[src/rtl/imem_loader.sv]
// imem_loader: streams a program into instruction memory one byte at a time
// and holds the CPU until the requested number of words has been written.
//
// Ports
//   clk, reset        : single rising-edge clock, synchronous active-high reset
//   load_start        : one-cycle load request, load_len sampled with it
//   load_len          : number of 32-bit words to load (1..MEM_SIZE)
//   byte_valid/data   : incoming program byte stream
//   byte_ready        : loader accepts a byte this cycle (RECV only)
//   cpu_addr          : CPU fetch byte address, passed through while idle
//   mem_addr/we/wdata : instruction memory write/fetch port
//   cpu_hold          : CPU frozen while a load is in progress
//   load_done         : one-cycle pulse when the last word has been written
//   load_err          : one-cycle pulse when a load request is rejected
//   word_count        : words written in the current or last load
module imem_loader #(
  parameter int unsigned MEM_SIZE = 256,
  parameter int unsigned LEN_W    = 9
) (
  input  logic             clk,
  input  logic             reset,
  input  logic             load_start,
  input  logic [LEN_W-1:0] load_len,
  input  logic             byte_valid,
  input  logic [7:0]       byte_data,
  output logic             byte_ready,
  input  logic [31:0]      cpu_addr,
  output logic [31:0]      mem_addr,
  output logic             mem_we,
  output logic [31:0]      mem_wdata,
  output logic             cpu_hold,
  output logic             load_done,
  output logic             load_err,
  output logic [LEN_W-1:0] word_count
);

  localparam int unsigned WORD_W = 32;
  localparam int unsigned IDX_W  = 2;

  typedef enum logic [1:0] {
    IDLE  = 2'd0,
    RECV  = 2'd1,
    WRITE = 2'd2,
    DONE  = 2'd3
  } state_t;

  state_t              state_q, state_d;
  logic [LEN_W-1:0]    len_q, len_d;
  logic [LEN_W-1:0]    word_count_q, word_count_d;
  logic [IDX_W-1:0]    byte_idx_q, byte_idx_d;
  logic [WORD_W-1:0]   word_q, word_d;
  logic                load_err_q, load_err_d;

  logic                len_ok_c;
  logic                byte_acc_c;
  logic [LEN_W-1:0]    count_inc_c;
  logic [WORD_W-1:0]   count_addr_c;

  // Request qualification, handshake and address helpers.
  always_comb begin
    len_ok_c     = (load_len != '0) && (32'(load_len) <= MEM_SIZE);
    byte_acc_c   = (state_q == RECV) && byte_valid;
    count_inc_c  = word_count_q + LEN_W'(1);
    count_addr_c = WORD_W'(word_count_q) << 2;
  end

  // State and datapath registers.
  always_ff @(posedge clk) begin
    if (reset) begin
      state_q      <= IDLE;
      len_q        <= '0;
      word_count_q <= '0;
      byte_idx_q   <= '0;
      word_q       <= '0;
      load_err_q   <= 1'b0;
    end else begin
      state_q      <= state_d;
      len_q        <= len_d;
      word_count_q <= word_count_d;
      byte_idx_q   <= byte_idx_d;
      word_q       <= word_d;
      load_err_q   <= load_err_d;
    end
  end

  // Next-state and datapath update.
  always_comb begin
    state_d      = state_q;
    len_d        = len_q;
    word_count_d = word_count_q;
    byte_idx_d   = byte_idx_q;
    word_d       = word_q;
    load_err_d   = 1'b0;

    unique case (state_q)
      IDLE: begin
        if (load_start) begin
          if (len_ok_c) begin
            len_d        = load_len;
            word_count_d = '0;
            byte_idx_d   = '0;
            word_d       = '0;
            state_d      = RECV;
          end else begin
            load_err_d = 1'b1;
          end
        end
      end

      RECV: begin
        // Shifting left places the first byte of a word in bits 31:24.
        if (byte_acc_c) begin
          word_d     = {word_q[WORD_W-9:0], byte_data};
          byte_idx_d = byte_idx_q + IDX_W'(1);
          if (byte_idx_q == IDX_W'(3)) begin
            state_d = WRITE;
          end
        end
      end

      WRITE: begin
        word_count_d = count_inc_c;
        byte_idx_d   = '0;
        state_d      = (count_inc_c == len_q) ? DONE : RECV;
      end

      DONE: begin
        state_d = IDLE;
      end

      default: begin
        state_d = IDLE;
      end
    endcase
  end

  // Output decode; mem_addr passes cpu_addr straight through when idle.
  always_comb begin
    byte_ready = (state_q == RECV);
    cpu_hold   = (state_q != IDLE);
    mem_we     = (state_q == WRITE);
    mem_wdata  = (state_q == WRITE) ? word_q : '0;
    mem_addr   = (state_q == IDLE) ? cpu_addr : count_addr_c;
    load_done  = (state_q == DONE);
    load_err   = load_err_q;
    word_count = word_count_q;
  end

endmodule

[config.mk]
export PLATFORM = sky130hd
export DESIGN_NAME = imem_loader
export DESIGN_NICKNAME = d
export VERILOG_FILES = /design/src/rtl/imem_loader.sv
export SDC_FILE = /design/constraint.sdc
export NUM_CORES = 1
export LEC_CHECK = 0
export ABC_AREA = 1
export BUFFER_PORTS_ARGS = -buffer_cell sky130_fd_sc_hd__buf_4
export CAP_MARGIN = 25
export CELL_PAD_IN_SITES_DETAIL_PLACEMENT = 1
export CELL_PAD_IN_SITES_GLOBAL_PLACEMENT = 1
export CORE_MARGIN = 4
export CORE_UTILIZATION = 35
export CTS_CLUSTER_DIAMETER = 50
export CTS_CLUSTER_SIZE = 20
export DETAILED_ROUTE_END_ITERATION = 8
export GPL_TIMING_DRIVEN = 0
export MAX_ROUTING_LAYER = met4
export PLACE_DENSITY = 0.82
export SLEW_MARGIN = 20
export SYNTH_ARGS = -nofsm -noshare
export SYNTH_HDL_FRONTEND = slang
export SYNTH_SLANG_ARGS = --single-unit
export TNS_END_PERCENT = 10
[constraint.sdc]
create_clock -name clk -period 2.8 [get_ports clk]
set_clock_uncertainty 0.2 [all_clocks]
set_input_delay 0.42 -clock clk [delete_from_list [all_inputs] [get_ports clk]]
set_output_delay 0.42 -clock clk [all_outputs]
set_load 0.005 [all_outputs]
==> key figures, run 1 <==
Outcome
  • Status: finished clean

Timing
  • Final hold violation count: 0
  • Total negative slack: 0 ps
  • RSZ-0062 raised after global routing: true
  • Slew @ Worst Pin: 765 ps
  • Pins over their slew limit: 0
  • Max-slew headroom at the worst pin: 49.0%
  • Final Critical Period: 2660 ps
  • Final setup vio count: 0
  • Fmax: 377 MHz
  • Fin crit share: 94.8%

Finish
  • Share of layout cells above drive strength 1: 34.7%
  • Antenna cells: 0
  • Final Util: roughly half
  • Post-layout instance area: 0.00446 sq mm
  • Non-Filler Instances: 734
  • Area growth syn-to-layout: 38.0%
  • # nets final: 684

Critical path
  • Worst Path Arrival: just over 2000 ps
  • Crit path kind: reg -> out
  • Crit path to: mem_wdata[23]
  • Worst-path maximum fanout: 10
  • Startpoint types: register
  • RR Endpoint: word_q[3]
  • FF-to-FF path depth: 11
  • Reg2Reg Launch Point: state_q[0]
  • CP Data Required Time: 2180 ps
  • Worst Setup SP: state_q[0]
  • Flop2flop setup slack: 670 ps
  • CP Capture Type: output port

Route
  • Antenna Nets Post-Route: 0
  • Initial DRC Count: 153
  • # DRC: 0
  • First-pass detailed-route iteration total: 4
  • DR WL/cell: 14.9 microns
  • DR vias/cell: 4.82
  • Routed wire length: 11.0 mm
  • Via Count: 3538

Clocking
  • Setup bufs post-CTS: 0
  • Clk sinks: 55
  • Cts-stage hold buffer count: 0
  • CTS tree: yes
  • Clk slew on worst S/H paths: between 100 and 150 ps
  • CTS max path bufs: 2
  • H-tree Lvls: 2
  • Clk_lat worst skew: 310 ps
  • Cts repair resizes: 0
  • Root buffer cell: clkbuf_8
  • Inserted Clock Buffers: 5

Synthesis
  • Cells after Synth: 489
  • Synth warn: 0
  • Synth top cells by count: nand2_1, inv_1, dfxtp_1
  • Top-count cell post-synth: nand2_1
  • #FFs+latches synth: 55
  • Synth Area per Inst: 6.60 sq um
  • Proportion of synthesized area in mux cells: 0%
  • Register area share after synthesis: about a third
  • Distinct cells, synth: 27
  • Post-synthesis compound-gate area fraction: 17.1%
  • Post-synthesis adder-cell area fraction: around 2.3%
  • XOR/XNOR Fraction of Synth Area: less than 1%
  • Ys flop type: dfxtp_1
  • Yosys top cell area share: between 30% and 40%
  • Top post-synthesis cells by area: dfxtp_1, nand2_1, inv_1, a21oi_2, nand2_2
  • Net Count, Synth: 548
  • Async SR Flop Fraction: 0%
  • Simple-Gate Fraction of Synth Area: 31.8%
  • Synthesized area: 0.00323 sq mm
  • Dominant cell type by area after synthesis: dfxtp_1
  • Post-synth EDFFs: 0
  • Largest family of logic cells by synthesized area: simple AND/OR/NAND/NOR gates

Global route
  • First-pass GRT wire length: about 18 mm
  • Number of global-route vias before repair: 3682
  • Pin count of the biggest net entering global routing: 18
  • Grt ovf: 0
  • Tot GR Track Use: 20.6%
  • Antenna violations before repair: 0

Pwr
  • Pwr dens: around 600 mW/mm^2
  • Max rail drop VDD: 253 uV
  • Power consumption: roughly 0.0027 W
  • Leakage: 2.33 nW

Floorplanning
  • Core footprint: 0.00885 sq mm
  • Die Area: 0.0108 sq mm
  • Die height: 104 microns
  • Starting density of the core: 36.5%
  • Die width: about 100 microns
  • Total I/O pin count: 131
  • Row count: 34

Worst hold path
  • Worst hold start: load_len[3]
  • Hold WC Path Type: in -> reg

Placed design
  • PortBufs: 129
  • Global placement routability congestion: 0.837
  • Cells after DPL: 726
  • HPWL after DPL: ~8.7 mm
  • Area after DPL: approximately 0.0043 sq mm

Flow run
  • Max capacitance violation total: 0
## layer usage
layer  up-vias  wire length, microns  share of wire, %  GRT usage, %
met5         -                     0                 0             -
met1      1647                  4760                43          24.6
met2       125                  5420                49          36.4
met3        10                   655               6.0          3.79
li1       1756                     -                 -             -
met4         0                   121               1.1          3.70
## placed cells by master, fill, tap and decap left out, types with 2 or more instances in the layout
master | synthesis | routed
a21oi_1 | 23 | 23
a21oi_2 | 30 | 30
buf_2 | 4 | 4
buf_4 | 1 | 130
buf_8 | 3 | 3
clkbuf_1 | 15 | 13
clkbuf_8 | 0 | 6
dfxtp_1 | 55 | 55
ha_1 | 6 | 6
inv_1 | 82 | 82
inv_2 | 2 | 2
nand2_1 | 151 | 151
nand2_2 | 31 | 31
nand3_1 | 21 | 21
nand3_2 | 2 | 2
nand3b_1 | 2 | 2
nor2_1 | 22 | 22
o21ai_0 | 28 | 28
xor2_1 | 2 | 2
## critical path, cell delays in order, from the launching register on
cell and delay (ps):
dfxtp_1 360, inv_1 120, ha_1 180, clkbuf_1 300, clkbuf_1 440, nand2_1 150
inv_1 80, buf_4 100
## metrics by stage
stage	hold WS (ps)	worst slack (ps)
after floorplan	240	954
after global placement	253	438
after detailed placement	262	385
after CTS	144	11.5
after global routing	148	-34.4
final	145	144
## final cells by class
type / instances / area (sq um)
clock buffer: 6 / 82.6
sequential: 55 / 1100
clock inverter: 2 / 38.8
timing repair buffer: 129 / 968
inverter: 84 / 315
multi-input combinational: 326 / 1670
tap: 108 / 135
buffer: 24 / 141
fill: 1186 / 4390
## flip-flops by register name, summed over array words and instances (netlist names)
name,count
len_q,9
state_q,2
word_count,9
byte_idx_q,2
load_err,1
word_q,32
## worst min path at each step
stage	slack [ps]	to	cells after the start
2_1_floorplan	240	word_q[26]	2
5_1_grt	150	word_q[5]	3
4_1_cts	140	len_q[3]	3
6_report	140	len_q[3]	3
3_5_place_dp	260	word_q[26]	2
3_3_place_gp	250	word_q[26]	2
## power by group
part	switching (W)	total, W	internal (W)
Sequential	0.0000658	0.000912	0.000846
Clock	0.000285	0.000580	0.000295
Combinational	0.000691	0.00118	0.000489
## cells by family (layout without fill, tap and decap cells)
kind of cell / count (synthesis) / count (layout)
flops: 55 / 55
xor+xnor: 2 / 2
fa+ha+maj: 6 / 6
buf+inv: 108 / 245
simple gates: 233 / 233
compound gates: 85 / 85
(Power assumes the default switching activity.)
==> run 2, diff against run 1 <==
- CORE_MARGIN: 4 -> not set
- CORE_UTILIZATION: 35 -> 36
- CTS_BUF_LIST: not set -> sky130_fd_sc_hd__clkbuf_4 sky130_fd_sc_hd__clkbuf_8
- PLACE_DENSITY: 0.82 -> 0.84
==> run 2 against run 1 <==
  * Sequential cell count unchanged
  * Design area down 0.28%
  * Register-to-register slack gained 20 ps
  * Power shrank 1.9%
  * Largest power group unchanged
==> key figures, run 2 (synthesis gave the netlist of run 1 again) <==
Clocking
  • CTS tree: yes
  • Clk slew on worst S/H paths: 110 ps (about the same)
  • Clk sinks: 55 (unchanged)
  • Setup bufs post-CTS: 0 (unchanged)
  • CTS max path bufs: 2 (unchanged)
  • Inserted Clock Buffers: 5 (unchanged)
  • Root buffer cell: clkbuf_8
  • H-tree Lvls: 2 (unchanged)
  • Clk_lat worst skew: 320 ps (about the same)

Pwr
  • Pwr dens: 590 mW/mm^2 (-1.6%)
  • Leakage: 2.32 nW (-0.20%)
  • Power consumption: 0.00262 W (-1.9%)
  • Sw Share: 39.1% (+0.076 points)
  • Clock network fraction of design power: 20.4% (-1.3 points)
  • Cell internal pwr: 0.00160 W (-2.0%)
  • Switching Power: 0.00102 W (-1.7%)
  • Sequential Power Share: 34.8% (+0.7 points)
  • Max rail drop VDD: 270 uV (+6.8%)
  • Power share of the combinational group: 44.8% (+0.6 points)

Critical path
  • Startpoint types: register
  • Crit path kind: reg -> out
  • WP buf/inv: 5 (unchanged)
  • Max incr delay on CP: 430 ps (about the same)
  • CP Capture Type: output port
  • Worst Path Arrival: 2010 ps (-30 ps)
  • CP Data Required Time: 2180 ps (about the same)
  • Slowest cell on crit path: clkbuf_1
  • Top delay family on crit path: buffers and inverters
  • Worst-path maximum fanout: 10 (unchanged)
  • Cell Chain, Critical Path: inv_1 > ha_1 > clkbuf_1 > clkbuf_1 > nand2_1 > inv_1 > buf_4

Finish
  • Area of the multi-input gates: 0.00167 sq mm (unchanged)
  • Fillcell total: 1173 (-1.1%)
  • # nets final: 684 (unchanged)
  • Sequential cell area: 0.00110 sq mm (unchanged)
  • Most common cell after layout, fill and taps aside: nand2_1
  • Non-Filler Instances: 733 (-0.14%)
  • Largest Register: word_q
  • Area growth syn-to-layout: 37.6%
  • Antenna cells: 0 (unchanged)
  • Largest register FFs: 32 (unchanged)
  • Share of layout cells above drive strength 1: 34.9% (+0.22 points)
  • Most frequent cells in the layout: nand2_1, buf_4, inv_1, dfxtp_1, nand2_2

Route
  • Via Count: 3515 (-0.65%)
  • Routed wire length: 10.6 mm (-3.8%)
  • Initial DRC Count: 58 (-62%)
  • # DRC: 0 (unchanged)
  • DR vias/cell: 4.80 (-0.51%)
  • Antenna Nets Post-Route: 0 (unchanged)
  • First-pass detailed-route iteration total: 4 (unchanged)
  • DR WL/cell: 14.4 microns (-3.6%)

Flow run
  • Max capacitance violation total: 0 (unchanged)

Floorplanning
  • Total I/O pin count: 131 (unchanged)
  • Starting density of the core: 37.0% (+0.53 points)
  • Die height: 96.7 microns (-7.1%)
  • Die width: 96.7 microns (-7.1%)
  • Die Area: 0.00935 sq mm (-14%)
  • Core footprint: 0.00872 sq mm (-1.4%)
  • Row count: 34 (unchanged)

Outcome
  • Status: finished clean

Timing
  • Worst hold slack: 158 ps (+13.6 ps)
  • Fmax: 380 MHz (+1.0%)
  • RSZ-0062 raised after global routing: true
  • Pins over their slew limit: 0 (unchanged)
  • Final hold violation count: 0 (unchanged)
  • Final setup vio count: 0 (unchanged)
  • Max-slew headroom at the worst pin: 50.9% (+1.9 points)
  • Slew @ Worst Pin: 736 ps (-28.9 ps)
  • Final Critical Period: 2630 ps (-26.6 ps)
  • Fin crit share: 93.9% (-0.95 points)

Global route
  • Number of global-route vias before repair: 3649 (-0.90%)
  • Tot GR Track Use: 23.7% (+3.1 points)
  • Grt ovf: 0 (unchanged)
  • Antenna violations before repair: 0 (unchanged)
  • Pin count of the biggest net entering global routing: 17 (-1)
  • GRT met2 Usage: 43.3% (+7.0 points)
  • First-pass GRT wire length: 17.5 mm (-4.0%)
  • Met3 Use GR: 4.34% (+0.55 points)
  • Gr busiest metal: met2
  • Met1 usage: 25.6% (+0.91 points)

Placed design
  • HPWL after DPL: 8.44 mm (-2.5%)
  • Global placement routability congestion: 0.852 (+1.9%)
  • PortBufs: 129 (unchanged)
  • Cells after DPL: 726 (unchanged)

Worst hold path
  • Hold WC Path Type: in -> reg
run 2: tightest hold or removal path, stage by stage:
cell and delay [ps]:
buf_4 110, nand2_2 60, a21oi_2 50
run 2: metrics by stage:
stage / cell area, sq um / worst slack [ps] / setup TNS [ps] / util [%]
floorplan: 3230 / 954 / 0 / -
global placement: 4330 / 481 / 0 / 49.7
detailed placement: 4330 / 430 / 0 / 49.7
CTS: 4440 / 68.7 / 0 / 50.9
global route: 4440 / -49.0 / -213 / 50.9
finish: 4440 / 171 / 0 / 50.9
run 2: worst paths after layout:
path                 from             to  slack [ps]  cells after the start
min          byte_data[6]      word_q[6]         160                      3
max            state_q[0]  mem_wdata[11]         170                      7
min reg2reg    word_q[26]     word_q[26]         270                      2
max reg2reg    state_q[0]      word_q[0]         690                     11
run 2: final cells by class:
class                   instances  share of cell area, %
plain buffers                  24                   3.24
clock buffers                   5                   1.55
clock inverters                 2                  0.845
inverters                      84                   7.10
multi-input cells             326                   37.7
flip-flops and latches         55                   24.8
well taps                     108                   3.04
repair buffers                129                   21.8
run 2: routing by layer:
metal,up-vias,part of all wire [%]
met5,-,0
met4,0,2.4
met3,17,5.5
met2,118,51
met1,1622,41
li1,1758,-
run 2: power by group through the flow:
| stage | clock (W) | combinational, W | sequential [W] |
|---|---|---|---|
| final | 0.000535 | 0.00117 | 0.000912 |
| after global routing | 0.000577 | 0.00130 | 0.000925 |
| after CTS | 0.000545 | 0.00119 | 0.000912 |
| after detailed placement | 0 | 0.00119 | 0.000931 |
| after global placement | 0 | 0.00115 | 0.000925 |
| after floorplan | 0 | 0.000666 | 0.000912 |
run 2: timing repair:
action	in CTS	in global routing
resized for setup	0	6
hold endpoints to repair	0	0
setup endpoints to repair	0	28
hold buffers	0	0
